<file path="src/rtl/div_pkg.sv">
// div_pkg: shared state type and sizing constants for the iterative divider.
package div_pkg;

    localparam int DIV_WIDTH   = 32;
    // Edges from the one that samples start up to and including the one
    // that enters DONE: 1 latch + DIV_WIDTH steps + 1 sign fix-up.
    localparam int DIV_LATENCY = 34;

    typedef enum logic [1:0] {
        S_IDLE = 2'd0,
        S_RUN  = 2'd1,
        S_FIX  = 2'd2,
        S_DONE = 2'd3
    } div_state_e;

endpackage

</file>
<file path="src/rtl/div_step.sv">
// div_step: one restoring radix-2 iteration (shift in next dividend bit,
// trial-subtract the divisor, keep the difference only if it is non-negative).
module div_step #(
    parameter int WIDTH = 32
) (
    input  logic [WIDTH:0]   rem_i,
    input  logic [WIDTH-1:0] quo_i,
    input  logic [WIDTH-1:0] dvsr_i,
    output logic [WIDTH:0]   rem_o,
    output logic [WIDTH-1:0] quo_o
);

    logic [WIDTH:0] shifted;
    logic [WIDTH:0] dvsr_ext;
    // The partial remainder is always below the divisor, so its top bit
    // never carries information into the next shift.
    logic           unused_rem_msb;

    assign unused_rem_msb = rem_i[WIDTH];

    // Shift/compare/restore: quotient bit is 1 when the subtraction fits.
    always_comb begin
        shifted  = {rem_i[WIDTH-1:0], quo_i[WIDTH-1]};
        dvsr_ext = {1'b0, dvsr_i};
        if (shifted >= dvsr_ext) begin
            rem_o = shifted - dvsr_ext;
            quo_o = {quo_i[WIDTH-2:0], 1'b1};
        end else begin
            rem_o = shifted;
            quo_o = {quo_i[WIDTH-2:0], 1'b0};
        end
    end

endmodule

</file>
<file path="src/rtl/iterative_divider.sv">
// iterative_divider: multi-cycle signed/unsigned divider for the execute
// stage. Magnitudes are divided with a restoring loop, signs are applied in
// a final fix-up cycle. Optional macro DIV_EARLY_OUT_EN finishes trivial
// divides (divisor zero or |dividend| < |divisor|) one cycle after start.
//
//   state | meaning
//   IDLE  | waiting for start, lo/hi hold last result
//   RUN   | one quotient bit per cycle, WIDTH cycles
//   FIX   | apply signs, register lo/hi
//   DONE  | done pulse; start here chains the next divide
module iterative_divider
    import div_pkg::*;
#(
    parameter int WIDTH = DIV_WIDTH
) (
    input  logic             clock,
    input  logic             reset_n,
    input  logic             start,
    input  logic             is_signed,
    input  logic [WIDTH-1:0] dividend,
    input  logic [WIDTH-1:0] divisor,
    input  logic             abort,
    output logic             busy,
    output logic             done,
    output logic [WIDTH-1:0] lo,
    output logic [WIDTH-1:0] hi
);

    localparam int            CW       = $clog2(WIDTH);
    localparam logic [CW-1:0] CNT_LAST = CW'(WIDTH - 1);

    div_state_e       state_q, state_d;
    logic [CW-1:0]    cnt_q, cnt_d;
    logic [WIDTH:0]   rem_q, rem_d;
    logic [WIDTH-1:0] quo_q, quo_d;
    logic [WIDTH-1:0] dvsr_q, dvsr_d;
    logic [WIDTH-1:0] lo_q, lo_d;
    logic [WIDTH-1:0] hi_q, hi_d;
    logic             neg_quo_q, neg_quo_d;
    logic             neg_rem_q, neg_rem_d;
    logic             dz_q, dz_d;

    logic [WIDTH:0]   step_rem;
    logic [WIDTH-1:0] step_quo;
    logic [WIDTH-1:0] mag_dividend;
    logic [WIDTH-1:0] mag_divisor;
    logic [WIDTH-1:0] fix_rem;

    div_step #(.WIDTH(WIDTH)) u_step (
        .rem_i  (rem_q),
        .quo_i  (quo_q),
        .dvsr_i (dvsr_q),
        .rem_o  (step_rem),
        .quo_o  (step_quo)
    );

    // Operand magnitudes captured at start; raw values are used for DIVU.
    always_comb begin
        mag_dividend = (is_signed && dividend[WIDTH-1]) ? -dividend : dividend;
        mag_divisor  = (is_signed && divisor[WIDTH-1])  ? -divisor  : divisor;
        fix_rem      = rem_q[WIDTH-1:0];
    end

    // Next-state and datapath control.
    always_comb begin
        state_d   = state_q;
        cnt_d     = cnt_q;
        rem_d     = rem_q;
        quo_d     = quo_q;
        dvsr_d    = dvsr_q;
        lo_d      = lo_q;
        hi_d      = hi_q;
        neg_quo_d = neg_quo_q;
        neg_rem_d = neg_rem_q;
        dz_d      = dz_q;

        unique case (state_q)
            S_IDLE, S_DONE: begin
                if (abort) begin
                    state_d = S_IDLE;
                end else if (start) begin
                    rem_d     = '0;
                    quo_d     = mag_dividend;
                    dvsr_d    = mag_divisor;
                    cnt_d     = '0;
                    neg_quo_d = is_signed && (dividend[WIDTH-1] ^ divisor[WIDTH-1]);
                    neg_rem_d = is_signed && dividend[WIDTH-1];
                    dz_d      = (divisor == '0);
`ifdef DIV_EARLY_OUT_EN
                    if ((divisor == '0) || (mag_dividend < mag_divisor)) begin
                        lo_d    = (divisor == '0) ? '1 : '0;
                        hi_d    = dividend;
                        state_d = S_DONE;
                    end else begin
                        state_d = S_RUN;
                    end
`else
                    state_d = S_RUN;
`endif
                end else begin
                    state_d = S_IDLE;
                end
            end
            S_RUN: begin
                if (abort) begin
                    state_d = S_IDLE;
                end else begin
                    rem_d = step_rem;
                    quo_d = step_quo;
                    cnt_d = cnt_q + 1'b1;
                    if (cnt_q == CNT_LAST) begin
                        state_d = S_FIX;
                    end
                end
            end
            S_FIX: begin
                if (abort) begin
                    state_d = S_IDLE;
                end else begin
                    // Divide by zero: the loop already leaves the dividend as
                    // remainder; only the quotient needs forcing to all ones.
                    lo_d    = dz_q ? '1 : (neg_quo_q ? -quo_q : quo_q);
                    hi_d    = neg_rem_q ? -fix_rem : fix_rem;
                    state_d = S_DONE;
                end
            end
            default: state_d = S_IDLE;
        endcase
    end

    // State and datapath registers.
    always_ff @(posedge clock or negedge reset_n) begin
        if (!reset_n) begin
            state_q   <= S_IDLE;
            cnt_q     <= '0;
            rem_q     <= '0;
            quo_q     <= '0;
            dvsr_q    <= '0;
            lo_q      <= '0;
            hi_q      <= '0;
            neg_quo_q <= 1'b0;
            neg_rem_q <= 1'b0;
            dz_q      <= 1'b0;
        end else begin
            state_q   <= state_d;
            cnt_q     <= cnt_d;
            rem_q     <= rem_d;
            quo_q     <= quo_d;
            dvsr_q    <= dvsr_d;
            lo_q      <= lo_d;
            hi_q      <= hi_d;
            neg_quo_q <= neg_quo_d;
            neg_rem_q <= neg_rem_d;
            dz_q      <= dz_d;
        end
    end

    assign busy = (state_q == S_RUN) || (state_q == S_FIX);
    assign done = (state_q == S_DONE);
    assign lo   = lo_q;
    assign hi   = hi_q;

endmodule

</file>
<file path="config.mk">
export PLATFORM = sky130hd
export DESIGN_NAME = iterative_divider
export DESIGN_NICKNAME = d
export VERILOG_FILES = /design/src/rtl/div_pkg.sv /design/src/rtl/div_step.sv /design/src/rtl/iterative_divider.sv
export SDC_FILE = /design/constraint.sdc
export NUM_CORES = 1
export LEC_CHECK = 0
export BUFFER_PORTS_ARGS = -buffer_cell sky130_fd_sc_hd__buf_2
export CAP_MARGIN = 5
export CORE_ASPECT_RATIO = 0.75
export CORE_MARGIN = 2
export CORE_UTILIZATION = 52
export CTS_CLUSTER_SIZE = 10
export DETAILED_ROUTE_END_ITERATION = 8
export PLACE_DENSITY = 0.73
export RECOVER_POWER = 25
export SYNTH_ARGS = -nofsm -noshare
export SYNTH_HDL_FRONTEND = slang
export SYNTH_SLANG_ARGS = --single-unit
</file>
<file path="constraint.sdc">
create_clock -name clock -period 6.8 [get_ports clock]
set_clock_uncertainty 0.15 [all_clocks]
set_input_delay 1.02 -clock clock [delete_from_list [all_inputs] [get_ports clock]]
set_output_delay 1.02 -clock clock [all_outputs]
set_load 0.02 [all_outputs]
</file>
# ---- Word level (Yosys, flattened, before mapping)
# Index checks and enable logic that the tools add are counted.
dict set report word_totals {
  regBits 170
  mem_count 0
  latchBits 0
  inputBits 69
  romBits 0
  elab_cells 63
  ramBits 0
}
dict set report classes {
  mux 25
  n_bitwise 2
  eq_ne 8
  n_lt_le_gt_ge 1
  div_mod_pow 0
  addsub 6
  mul 0
  shifts 0
  n_reduce_logical 11
}
# operator n
set op_table {}
lappend op_table {{32-bit 2-to-1 mux} 12}
lappend op_table {{32-bit negation} 4}
lappend op_table {{32-bit case mux with 2 select lines} 2}
lappend op_table {{33-bit by 32-bit greater-or-equal comparator with 1-bit output} 1}
lappend op_table {{32-bit zero test} 1}
lappend op_table {{32-bit subtractor} 1}
lappend op_table {{5-bit 2-to-1 mux} 3}
lappend op_table {{5-bit case mux with 2 select lines} 1}
lappend op_table {{2-bit 2-to-1 mux} 3}
lappend op_table {{2-bit inequality test, second input constant} 3}
lappend op_table {{2-bit case mux with 3 select lines} 1}
lappend op_table {{5-bit by 1-bit adder with 5-bit output, second input constant} 1}
lappend op_table {{5-bit equality test, second input constant} 1}
lappend op_table {{2-bit equality test, second input constant} 2}
lappend op_table {{4-bit AND reduction} 1}
lappend op_table {{1-bit logical AND} 3}
lappend op_table {{1-bit 2-to-1 mux} 3}
lappend op_table {{3-bit inequality test, second input constant} 1}
lappend op_table {{3-bit AND reduction} 1}
lappend op_table {{2-bit by 1-bit equality test with 1-bit output, second input constant} 1}
lappend op_table {{2-bit zero test} 1}
lappend op_table {{2-bit AND reduction} 1}
lappend op_table {{2-bit nonzero test} 1}
lappend op_table {{2-bit OR reduction} 1}
lappend op_table {{other kinds (3)} 3}

# ---- Logic depth before layout (Yosys ltp)
dict set report logic_depth {
  depth_word 5
  depth_mapped 14
}

# ---- By module
# A second synthesis with hierarchy kept.
dict set report hier_totals {
  cells_unflattened 1459
  hier_area_um2 12364.4
}
# mod area_each_um2 instances cells_each
set modules_own_cells {}
lappend modules_own_cells {iterative_divider 9600.5 1 1091}
lappend modules_own_cells {div_step 2763.9 1 368}

# ---- Worst setup path before layout
# No wires, ideal clock.
dict set report synth_timing {
  kind {input port to flip-flop}
  start {in dividend[4]}
  end {reg quo_q[29]}
  path_slack_ns 3.739
  arrival_ns 2.782
  path_stages 9
  path_cell_list {or3_1 > or3_1 > nor2_1 > nand2_1 > nor2_1 > nand4_1 > o41ai_1 > xor2_1 > o21ai_1}
}
dict set report synth_between {
  elab_chain_cells 5
}
# item line
set synth_lines {}
lappend synth_lines {{from (decl)} iterative_divider.sv:20} ;# input logic [WIDTH-1:0] dividend,
lappend synth_lines {{32-bit negation} iterative_divider.sv:59} ;# mag_dividend = (is_signed && dividend[WIDTH-1]) ? -dividend : dividend;
lappend synth_lines {{32-bit 2-to-1 mux} iterative_divider.sv:59}
lappend synth_lines {{32-bit 2-to-1 mux} iterative_divider.sv:81} ;# end else if (start) begin
lappend synth_lines {{32-bit 2-to-1 mux} iterative_divider.sv:79} ;# if (abort) begin
lappend synth_lines {{32-bit case mux with 2 select lines} iterative_divider.sv:77} ;# unique case (state_q)
lappend synth_lines {{to (signal assigned)} iterative_divider.sv:148} ;# quo_q <= quo_d;
lappend synth_lines {{to (decl)} iterative_divider.sv:35} ;# logic [WIDTH-1:0] quo_q, quo_d;
# No other way between the ends. The select of a mux whose other input is x is not followed.
# A chain may end at the register's enable or synchronous reset.

==> impl_metrics.ini <==
[clock_network]
cts_tree = built
cts_buffer_depth = 2
cts_resized = 0
root_buffer = clkbuf_16
cts_setup_buffers = 0
clk_pin_slew_worst_paths_ns = 0.07
cts.htree.levels = 4
cts_buffers = 17
clk_latency_ns = 0.44
cts_hold_buf = 0
clock_sinks = 170

[timing]
hold_ws_ns = 0.3227
post-route-min-period_ns = 4.404
timing.final.crit_share_pct = 64.76
setup_violations = 0
hold_viol_final = 0
fin_setup_tns_ns = 0
slew_headroom_pct = -102.8
tightest_slew_ns = 3.042
maxSlewViolCount = 59
fmax_mhz = 227.1
rsz0062_at_grt = no

[synthesis]
yosys-top-cells-area = dfrtp_1, xor2_1, o21ai_0, nand2_1, a21oi_1
yosysMostFrequentCell = nand2_1
synth_compound_area_share_pct = 21.79
syn_nets = 1437
yosys.area_share.xor_xnor_pct = 11.45
netlist.area_leader.share_pct = 38.34
synthArstFlopShare_pct = 100.0
yosysTopAreaCell = dfrtp_1
synth-main-ff-cell = dfrtp_1
synth-seq-cells = 170
synth_area_per_cell_um2 = 8.368
yosys.area_share.adder_pct = 4.804
muxShareOfSynthArea_pct = 1.455
synth_edf_count = 0
synthCells = 1326
syn_area_mm2 = 0.01110
yosysWarnings = 0
synth_top_family_by_area = compound AO/OA/AOI/OAI gates
yosysSeqAreaShare_pct = 38.34
synth_commonest_cells = nand2_1, dfrtp_1, o21ai_0
yosys.area_share.simple_pct = 17.43
synth_cell_types = 67

[run_status]
violations = max-capacitance violations, max-slew violations
status = finished, violations left

[setup_path]
r2r_end = quo_q[0]
reg2reg_slack_ns = 3.22
worst_path_dominant_cell_family = buffers and inverters
end_kind = async pin
crit_fanout = 59
cp-start-kind = primary input
crit_chain = clkbuf_1 -> clkbuf_2
criticalPathCategory = primary input to async pin
cp.depth = 2
worstPathRequired_ns = 6.94
crit_buf_inv = 2
slowest_delay_ns = 2.10
slowest_stage = clkbuf_1
crit_arrival_ns = 4.55
reg2reg_from = rem_q[11]
worstRegToRegCells = 11

[place]
dp_hpwl_mm = 22.12
io_buffers = 134
gp_congestion = 0.9501

[power]
swShare_pct = 39.84
cell_internal_pwr_mw = 2.334
p_switching_mw = 1.546
peakVddDrop_v = 0.0001752
pwr-share-comb_pct = 37.6
power_mw = 3.879
seqPwrFrac_pct = 35.9
p_leak_nw = 5.743
power.density_mw_per_mm2 = 310.5
pwr-share-clk_pct = 26.5

[hold_path]
min-delay-start = lo[25]
hp-class = register to register
whs_path_depth = 2
holdPathEnd = lo[25]

[drt]
drt_iter0_markers = 1011
post_drt_wl_per_cell_um = 17.40
vias = 9891
first_pass_iters = 5
drcViolationCount = 0
avgViaCountPerCell = 5.764
ant_nets = 0
wl_mm = 29.86

[floorplan]
initial_utilization_pct = 52.67
io_pins = 135
die-width_um = 172.7
num_rows = 46
fp.coreArea_mm2 = 0.02107
fp.dieH_um = 130.5
die-area_mm2 = 0.02253

[final_layout]
fin_nets = 1527
syn_to_final_growth_pct = 12.61
diodes = 0
drive_above_1_share_pct = 13.87

[global_routing]
grt_first_pass_wirelength_mm = 47.65
grt_usage_pct = 26.60
gr-total-overflow = 0
antenna_found_initial = 1
grt_max_degree = 73
grt_pass1_vias = 8808

[flow_run]
cap_violations = 1
per-layer routing:
layer,global-route usage [%],up-vias,routed length (um)
met5,0,-,0
met4,5.284,0,265
met3,5.527,22,2458
met2,34.61,388,11360
met1,44.10,4624,15780
li1,-,4857,-
sequential cells by signal (all words and copies together), names as in the netlist:
| name | count |
|---|---|
| neg_quo_q | 1 |
| dz_q | 1 |
| cnt_q | 5 |
| dvsr_q | 32 |
| neg_rem_q | 1 |
| quo_q | 32 |
| rem_q | 32 |
| hi | 32 |
| lo | 32 |
| state_q | 2 |
how the worst max path moves through the flow:
stage,start,end,slack [ns]
5_1_grt,reset_n,quo_q[29],1.54
4_1_cts,rem_q[11],quo_q[0],3.23
3_3_place_gp,rem_q[11],quo_q[0],3.28
3_5_place_dp,divisor[0],dvsr_q[26],3.10
6_report,reset_n,lo[24],2.40
2_1_floorplan,dividend[4],quo_q[29],3.74
through the flow:
stage / setup slack (ns) / cells / utilization, % / area, um2
floorplan: 3.739 / 1326 / - / 11100
global placement: 3.277 / 1685 / 56.46 / 11890
detailed placement: 3.104 / 1685 / 56.46 / 11890
CTS: 3.231 / 1716 / 59.37 / 12510
global route: 1.544 / 1716 / 59.31 / 12490
finish: 2.396 / 1716 / 59.31 / 12490
power groups by stage:
stage,combinational [mW],clock (mW),sequential (mW)
after CTS,1.44,1.04,1.38
after detailed placement,1.43,0,1.40
after global routing,1.63,1.09,1.42
after global placement,1.42,0,1.39
after floorplan,1.10,0,1.33
final,1.46,1.03,1.39
cells in the final DEF, fill, tap and decap left out, drive strengths merged, types with 22 or more instances in the layout:
cell type | Yosys | layout
a21oi | 105 | 105
buf | 7 | 140
dfrtp | 170 | 170
ha | 41 | 41
inv | 56 | 61
nand2 | 173 | 173
nand3 | 22 | 22
nor2 | 117 | 117
nor3 | 22 | 22
o21ai | 163 | 163
o31ai | 24 | 24
xnor2 | 57 | 57
xor2 | 88 | 88
layout make-up:
type	instances	area, um2
inverter	56	210.2
clock buffer	17	425.4
clock inverter	14	188.9
timing repair buffer	143	732.0
sequential	170	4254
fill	1974	8571
tap	288	360.3
multi-input combinational	1028	6324
kinds of logic after synthesis:
family / count (synthesis)
buf+inv: 128
mux: 16
flops: 170
simple gates: 421
fa+ha+maj: 42
xor+xnor: 145
compound gates: 404
No activity file was read; power rests on OpenSTA's default activity.
